<file path="config.mk">
export PLATFORM = sky130hd
export DESIGN_NAME = gng_burst_ctrl
export DESIGN_NICKNAME = d
export VERILOG_FILES = /design/src/rtl/gng_burst_ctrl.sv
export SDC_FILE = /design/constraint.sdc
export NUM_CORES = 1
export LEC_CHECK = 0
export BUFFER_PORTS_ARGS = -buffer_cell sky130_fd_sc_hd__clkbuf_2
export CORE_ASPECT_RATIO = 1.75
export CORE_UTILIZATION = 45
export CTS_CLUSTER_SIZE = 16
export DETAILED_ROUTE_END_ITERATION = 10
export GPL_ROUTABILITY_DRIVEN = 0
export HOLD_SLACK_MARGIN = 0.05
export PLACE_DENSITY_LB_ADDON = 0.05
export SLEW_MARGIN = 15
export SYNTH_ARGS = -nofsm -noshare
export SYNTH_HDL_FRONTEND = slang
export SYNTH_SLANG_ARGS = --single-unit
</file>
<file path="constraint.sdc">
create_clock -name clk -period 10.5 [get_ports clk]
set_input_delay 1.05 -clock clk [delete_from_list [all_inputs] [get_ports clk]]
set_output_delay 1.05 -clock clk [all_outputs]
set_load 0.02 [all_outputs]
</file>
<file path="src/rtl/gng_burst_ctrl.sv">
// gng_burst_ctrl
//   Sequences a complex Gaussian noise generator into bursts of programmable
//   length and gap, and delivers the samples on an AXI-Stream master through
//   a first-word-fall-through FIFO. The generator is only enabled while the
//   FIFO has room for every sample already requested, so backpressure never
//   loses samples produced under gen_ce.
//
// Ports
//   clk, rstn                 clock, asynchronous active-low reset
//   start, stop               control pulses (start latches the config)
//   burst_len/gap_len         samples per burst / idle cycles between bursts
//   num_bursts                bursts per sequence, 0 = run until stop
//   busy, done, overflow      status (overflow is sticky until next start)
//   gen_ce                    generator clock enable
//   gen_valid/gen_real/imag   generator output, fixed latency after gen_ce
//   m_tdata/tvalid/tready/tlast  AXI-Stream master, tdata = {imag, real}
module gng_burst_ctrl #(
  parameter int FIFO_DEPTH = 16,
  parameter int LEN_W      = 16,
  parameter int GAP_W      = 16
) (
  input  logic             clk,
  input  logic             rstn,
  input  logic             start,
  input  logic             stop,
  input  logic [LEN_W-1:0] burst_len,
  input  logic [GAP_W-1:0] gap_len,
  input  logic [7:0]       num_bursts,
  output logic             busy,
  output logic             done,
  output logic             overflow,
  output logic             gen_ce,
  input  logic             gen_valid,
  input  logic [15:0]      gen_real,
  input  logic [15:0]      gen_imag,
  output logic [31:0]      m_tdata,
  output logic             m_tvalid,
  input  logic             m_tready,
  output logic             m_tlast
);

  localparam int AW = $clog2(FIFO_DEPTH);
  localparam int CW = AW + 1;

  typedef enum logic [1:0] {IDLE, RUN, GAP, DRAIN} state_t;

  state_t           state, state_n;
  logic [LEN_W-1:0] len_q, issued, rx;
  logic [GAP_W-1:0] gap_q, gap_cnt;
  logic [7:0]       nb_q, bursts_done;
  logic             stop_pend, done_q, overflow_q;
  logic [CW-1:0]    inflight, count;
  logic [AW-1:0]    wr_ptr, rd_ptr;
  logic [32:0]      mem [FIFO_DEPTH];

  logic accept_start, credit, burst_end, last_burst, rx_last;
  logic fifo_full, fifo_empty, rd_en, wr_en, drained;

  assign accept_start = (state == IDLE) && start && (burst_len != '0);
  // Credit counts samples already requested but not yet written, so the FIFO
  // can always absorb everything the generator still owes us.
  assign credit     = ({1'b0, count} + {1'b0, inflight}) < (CW+1)'(FIFO_DEPTH);
  assign gen_ce     = (state == RUN) && credit;
  assign burst_end  = gen_ce && (issued == len_q - LEN_W'(1));
  assign last_burst = (nb_q != 8'd0) && (bursts_done + 8'd1 == nb_q);
  assign rx_last    = (rx == len_q - LEN_W'(1));
  assign fifo_full  = (count == CW'(FIFO_DEPTH));
  assign fifo_empty = (count == '0);
  assign rd_en      = !fifo_empty && m_tready;
  // A full FIFO still accepts a write when a read frees a slot the same cycle.
  assign wr_en      = gen_valid && (!fifo_full || rd_en);
  assign drained    = (inflight == '0) && fifo_empty;

  // NOTE: every variable gets a default before the case so no path leaves it
  // unassigned, which would otherwise infer a latch.
  always_comb begin
    state_n = state;
    case (state)
      IDLE:  if (accept_start) state_n = RUN;
      RUN:   if (burst_end) begin
               if (stop_pend || stop || last_burst) state_n = DRAIN;
               else if (gap_q == '0)                 state_n = RUN;
               else                                  state_n = GAP;
             end
      GAP:   if (stop)                                state_n = DRAIN;
             else if (gap_cnt == gap_q - GAP_W'(1))   state_n = RUN;
      DRAIN: if (drained)                             state_n = IDLE;
      default:                                        state_n = IDLE;
    endcase
  end

  // NOTE: sequential state uses non-blocking assignments so every register
  // samples the pre-edge values, independent of statement order.
  always_ff @(posedge clk or negedge rstn) begin
    if (!rstn) begin
      state       <= IDLE;
      len_q       <= '0;
      gap_q       <= '0;
      nb_q        <= '0;
      issued      <= '0;
      bursts_done <= '0;
      gap_cnt     <= '0;
      stop_pend   <= 1'b0;
      rx          <= '0;
      done_q      <= 1'b0;
      overflow_q  <= 1'b0;
      inflight    <= '0;
    end else begin
      state   <= state_n;
      done_q  <= (state == DRAIN) && drained;
      gap_cnt <= (state == GAP) ? gap_cnt + GAP_W'(1) : '0;

      if (accept_start) begin
        len_q       <= burst_len;
        gap_q       <= gap_len;
        nb_q        <= num_bursts;
        issued      <= '0;
        bursts_done <= '0;
        stop_pend   <= 1'b0;
        rx          <= '0;
      end else begin
        if (gen_ce)    issued      <= burst_end ? '0 : issued + LEN_W'(1);
        if (burst_end) bursts_done <= bursts_done + 8'd1;
        if (stop && (state == RUN || state == GAP)) stop_pend <= 1'b1;
        if (gen_valid) rx <= rx_last ? '0 : rx + LEN_W'(1);
      end

      if (accept_start)                        overflow_q <= 1'b0;
      else if (gen_valid && fifo_full && !rd_en) overflow_q <= 1'b1;

      // A stray gen_valid with nothing outstanding must not wrap the counter,
      // otherwise DRAIN would never see inflight == 0.
      if (gen_ce && !gen_valid)
        inflight <= inflight + CW'(1);
      else if (!gen_ce && gen_valid && inflight != '0)
        inflight <= inflight - CW'(1);
    end
  end

  // NOTE: the sample storage has no reset; only pointers and count are reset,
  // and outputs are gated by m_tvalid so stale contents are never visible.
  always_ff @(posedge clk) begin
    if (wr_en) mem[wr_ptr] <= {rx_last, gen_imag, gen_real};
  end

  always_ff @(posedge clk or negedge rstn) begin
    if (!rstn) begin
      wr_ptr <= '0;
      rd_ptr <= '0;
      count  <= '0;
    end else begin
      if (wr_en) wr_ptr <= wr_ptr + AW'(1);
      if (rd_en) rd_ptr <= rd_ptr + AW'(1);
      case ({wr_en, rd_en})
        2'b10:   count <= count + CW'(1);
        2'b01:   count <= count - CW'(1);
        default: count <= count;
      endcase
    end
  end

  assign busy     = (state != IDLE);
  assign done     = done_q;
  assign overflow = overflow_q;
  assign m_tvalid = !fifo_empty;
  assign m_tdata  = m_tvalid ? mem[rd_ptr][31:0] : '0;
  assign m_tlast  = m_tvalid && mem[rd_ptr][32];

endmodule

</file>
==> results.sh <==
export IMPL_antenna_found_initial=3
export IMPL_fin_area_mm2=0.0314
export IMPL_drive_gt1_frac=0.239
export IMPL_peakVddDrop_mv=0.203
export IMPL_grt_max_degree=89
export IMPL_cts_resized_gates=0
export IMPL_synth_edf_count=528
export IMPL_synthSimpleGateAreaFrac=0.0837
export IMPL_cts_buffer_depth=3
export IMPL_rsz0062_at_grt="false"
export IMPL_arrival_ns=3.91
export IMPL_syn2layout_area_growth_pct=13.7
export IMPL_postCtsSetupRepairBufs=0
export IMPL_dp_cells=2519
export IMPL_pre_cts_slack_ns=6.06
export IMPL_fin_util=0.520
export IMPL_synth_warning_count=0
export IMPL_worst_slew_pin_slew_ns=1.06
export IMPL_die_area_mm2=0.0623
export IMPL_finalMaxSlewViolations=0
export IMPL_max_freq_mhz=202
export IMPL_cts_sinks=647
export IMPL_worstSetupEndpointType="output pin"
export IMPL_critPathCapture="m_tdata[2]"
export IMPL_synth_area_mux_share=0.137
export IMPL_die_y_um=329
export IMPL_vias_per_cell=5.71
export IMPL_synthXorXnorAreaFrac=0.0351
export IMPL_core_area_mm2=0.0603
export IMPL_numCtsBuffers=61
export IMPL_netlist_area_mm2=0.0276
export IMPL_drt_drc_violations_left=0
export IMPL_finalWorstSetupSlack_ns=5.54
export IMPL_via_count=15000
export IMPL_worst_r2r_setup_slack_ns=6.32
export IMPL_period_share=0.473
export IMPL_p_per_area_mw_per_mm2=254
export IMPL_place_area_mm2=0.0292
export IMPL_synth_compound_area_frac=0.0303
export IMPL_leakage_nw=11.0
export IMPL_path_clk_slew_ns=0.06
export IMPL_portBuffers=115
export IMPL_drv_cap=0
export IMPL_hpwl_um=38100
export IMPL_cts_tree="built"
export IMPL_worstReg2RegEnd="bursts_done[2]"
export IMPL_min_period_ns=4.96
export IMPL_root_buffer="clkbuf_16"
export IMPL_reg2reg_depth=10
export IMPL_syn_nets=1776
export IMPL_rows=119
export IMPL_track_usage=0.216
export IMPL_insertion_delay_ns=0.65
export IMPL_grt_pass1_wl_um=98600
export IMPL_synthAdderAreaFrac=0.0142
export IMPL_slew_headroom=0.293
export IMPL_hold_buffers=0
export IMPL_stdcell_count=2632
export IMPL_critPathKind="flop to output pin"
export IMPL_dr_pass1_iters=6
export IMPL_ys_seq_elements=647
export IMPL_hp_class="input pin to asynchronous set/reset pin"
export IMPL_drt_iter0_drc=893
export IMPL_ys_seq_area_frac=0.683
export IMPL_cts_max_level=2
export IMPL_avgSynthCellArea_um2=16.5
export IMPL_crit_path_max_fanout=88
export IMPL_drt_total_wl_um=65500
export IMPL_cp_required_ns=9.45
export IMPL_final_cell_mix="edfxtp_1 (528), mux4_2 (165), nand2_1 (164), dfrtp_1 (115), clkbuf_2 (114)"
export IMPL_synth_cells=1668
export IMPL_finalSetupViolations=0
export IMPL_skew_ns=0.0137
export IMPL_num_nets_final=1904
export IMPL_hold_viol_final=0
export IMPL_grt_pass1_vias=15900
export IMPL_async_flop_share=0.184
export IMPL_synth_top_family_by_area="multiplexers"
export IMPL_layout_commonest_cell="edfxtp_1"
export IMPL_antenna_left=0
export IMPL_grt_overflow=0
export IMPL_status="complete, no violations"
export IMPL_wire_per_inst_um=24.9
export IMPL_r2r_start="len_q[0]"
export IMPL_start_kind="flop"
export IMPL_tns_ns=0
export IMPL_synth_distinct_cells=70
export IMPL_n_fill_cell=4946
export IMPL_crit_start="rd_ptr[0]"
export IMPL_synthFlopType="edfxtp_1"
export IMPL_die_w_um=189
export IMPL_num_io_pins=116
export IMPL_initial_core_util=0.457
[power by group]
| part | internal (mW) | switching (mW) |
|---|---|---|
| Combinational | 1.07 | 1.18 |
| Sequential | 3.06 | 0.266 |
| Clock | 1.43 | 0.975 |
| Total | 5.55 | 2.42 |
[routing by layer]
metal  GRT usage  share of wire  wire length, um
met4      0.0705          0.028             1810
met5           0        0.00026               17
met1       0.257           0.39            25300
met2       0.401           0.55            35700
met3      0.0302          0.041             2710
[final cells by class]
cell class / instances / area, um2 / share of cell area
Inverter: 35 / 131 / 0.00419
Multi-Input combinational cell: 905 / 8400 / 0.268
Sequential cell: 647 / 18800 / 0.601
Timing Repair Buffer: 146 / 823 / 0.0263
Tap cell: 786 / 983 / 0.0314
Antenna cell: 1 / 2.50 / 0.0000798
Clock buffer: 73 / 1590 / 0.0508
Clock inverter: 39 / 576 / 0.0184
[flip-flops by register name, summed over array words and instances (netlist names), 4 cells and up]
register	count
bursts_done	8
count	5
gap_cnt	16
gap_q	16
inflight	5
issued	16
len_q	16
mem	528
nb_q	8
rd_ptr	4
rx	16
wr_ptr	4
[stage by stage]
stage	hold slack, ns	power, mW
final	0.504	7.97
after global routing	0.524	8.34
after CTS	0.511	8.10
after floorplan	0.462	4.89
after global placement	0.482	5.66
after detailed placement	0.494	5.69
[worst min-delay path by stage]
stage | endpoint | slack [ns] | cells past startpoint | startpoint
2_1_floorplan | inflight[4] | 0.46 | 1 | inflight[4]
3_3_place_gp | overflow | 0.48 | 2 | overflow
3_5_place_dp | stop_pend | 0.49 | 2 | stop_pend
4_1_cts | stop_pend | 0.51 | 2 | stop_pend
5_1_grt | gap_cnt[0] | 0.52 | 1 | gap_cnt[0]
6_report | rx[11] | 0.50 | 1 | rstn
[worst max-delay path, cell delays in order, from the launching register on]
cell and delay, ns:
dfrtp_4 1.09, buf_12 0.63, mux4_2 0.60, mux4_2 0.46
and2_1 0.22, clkbuf_2 0.18
[synth_stat cells, types with 4 or more instances]
| master | count | share of area |
|---|---|---|
| dfrtp_1 | 119 | 0.11 |
| nand2_1 | 164 | 0.022 |
| a21oi_1 | 43 | 0.0078 |
| and3_1 | 12 | 0.0027 |
| nand4b_1 | 5 | 0.0016 |
| nor3_1 | 27 | 0.0049 |
| mux2i_1 | 4 | 0.0015 |
| nand3b_1 | 5 | 0.0014 |
| o21ai_0 | 42 | 0.0076 |
| xnor2_1 | 70 | 0.022 |
| a211oi_1 | 4 | 0.0011 |
| or4_1 | 9 | 0.0025 |
| a31oi_1 | 11 | 0.0025 |
| buf_1 | 16 | 0.0022 |
| nor4_1 | 19 | 0.0043 |
| nand3_1 | 22 | 0.0040 |
| nor2b_1 | 12 | 0.0027 |
| or3_1 | 14 | 0.0032 |
| nand4_1 | 20 | 0.0045 |
| mux4_2 | 165 | 0.13 |
| and2_1 | 50 | 0.011 |
| ha_1 | 28 | 0.013 |
| clkbuf_1 | 61 | 0.0083 |
| nand2b_1 | 5 | 0.0011 |
| edfxtp_1 | 528 | 0.58 |
| nor2_1 | 71 | 0.0097 |
| inv_1 | 34 | 0.0046 |
| a21o_1 | 5 | 0.0014 |
| or2_2 | 5 | 0.0011 |
| xor2_1 | 38 | 0.012 |
[kinds of logic after synthesis]
group,after synthesis
buf+inv,116
fa+ha+maj,30
flops,647
compound gates,137
xor+xnor,109
simple gates,457
mux,172
Power figures use the tool's default switching activity.
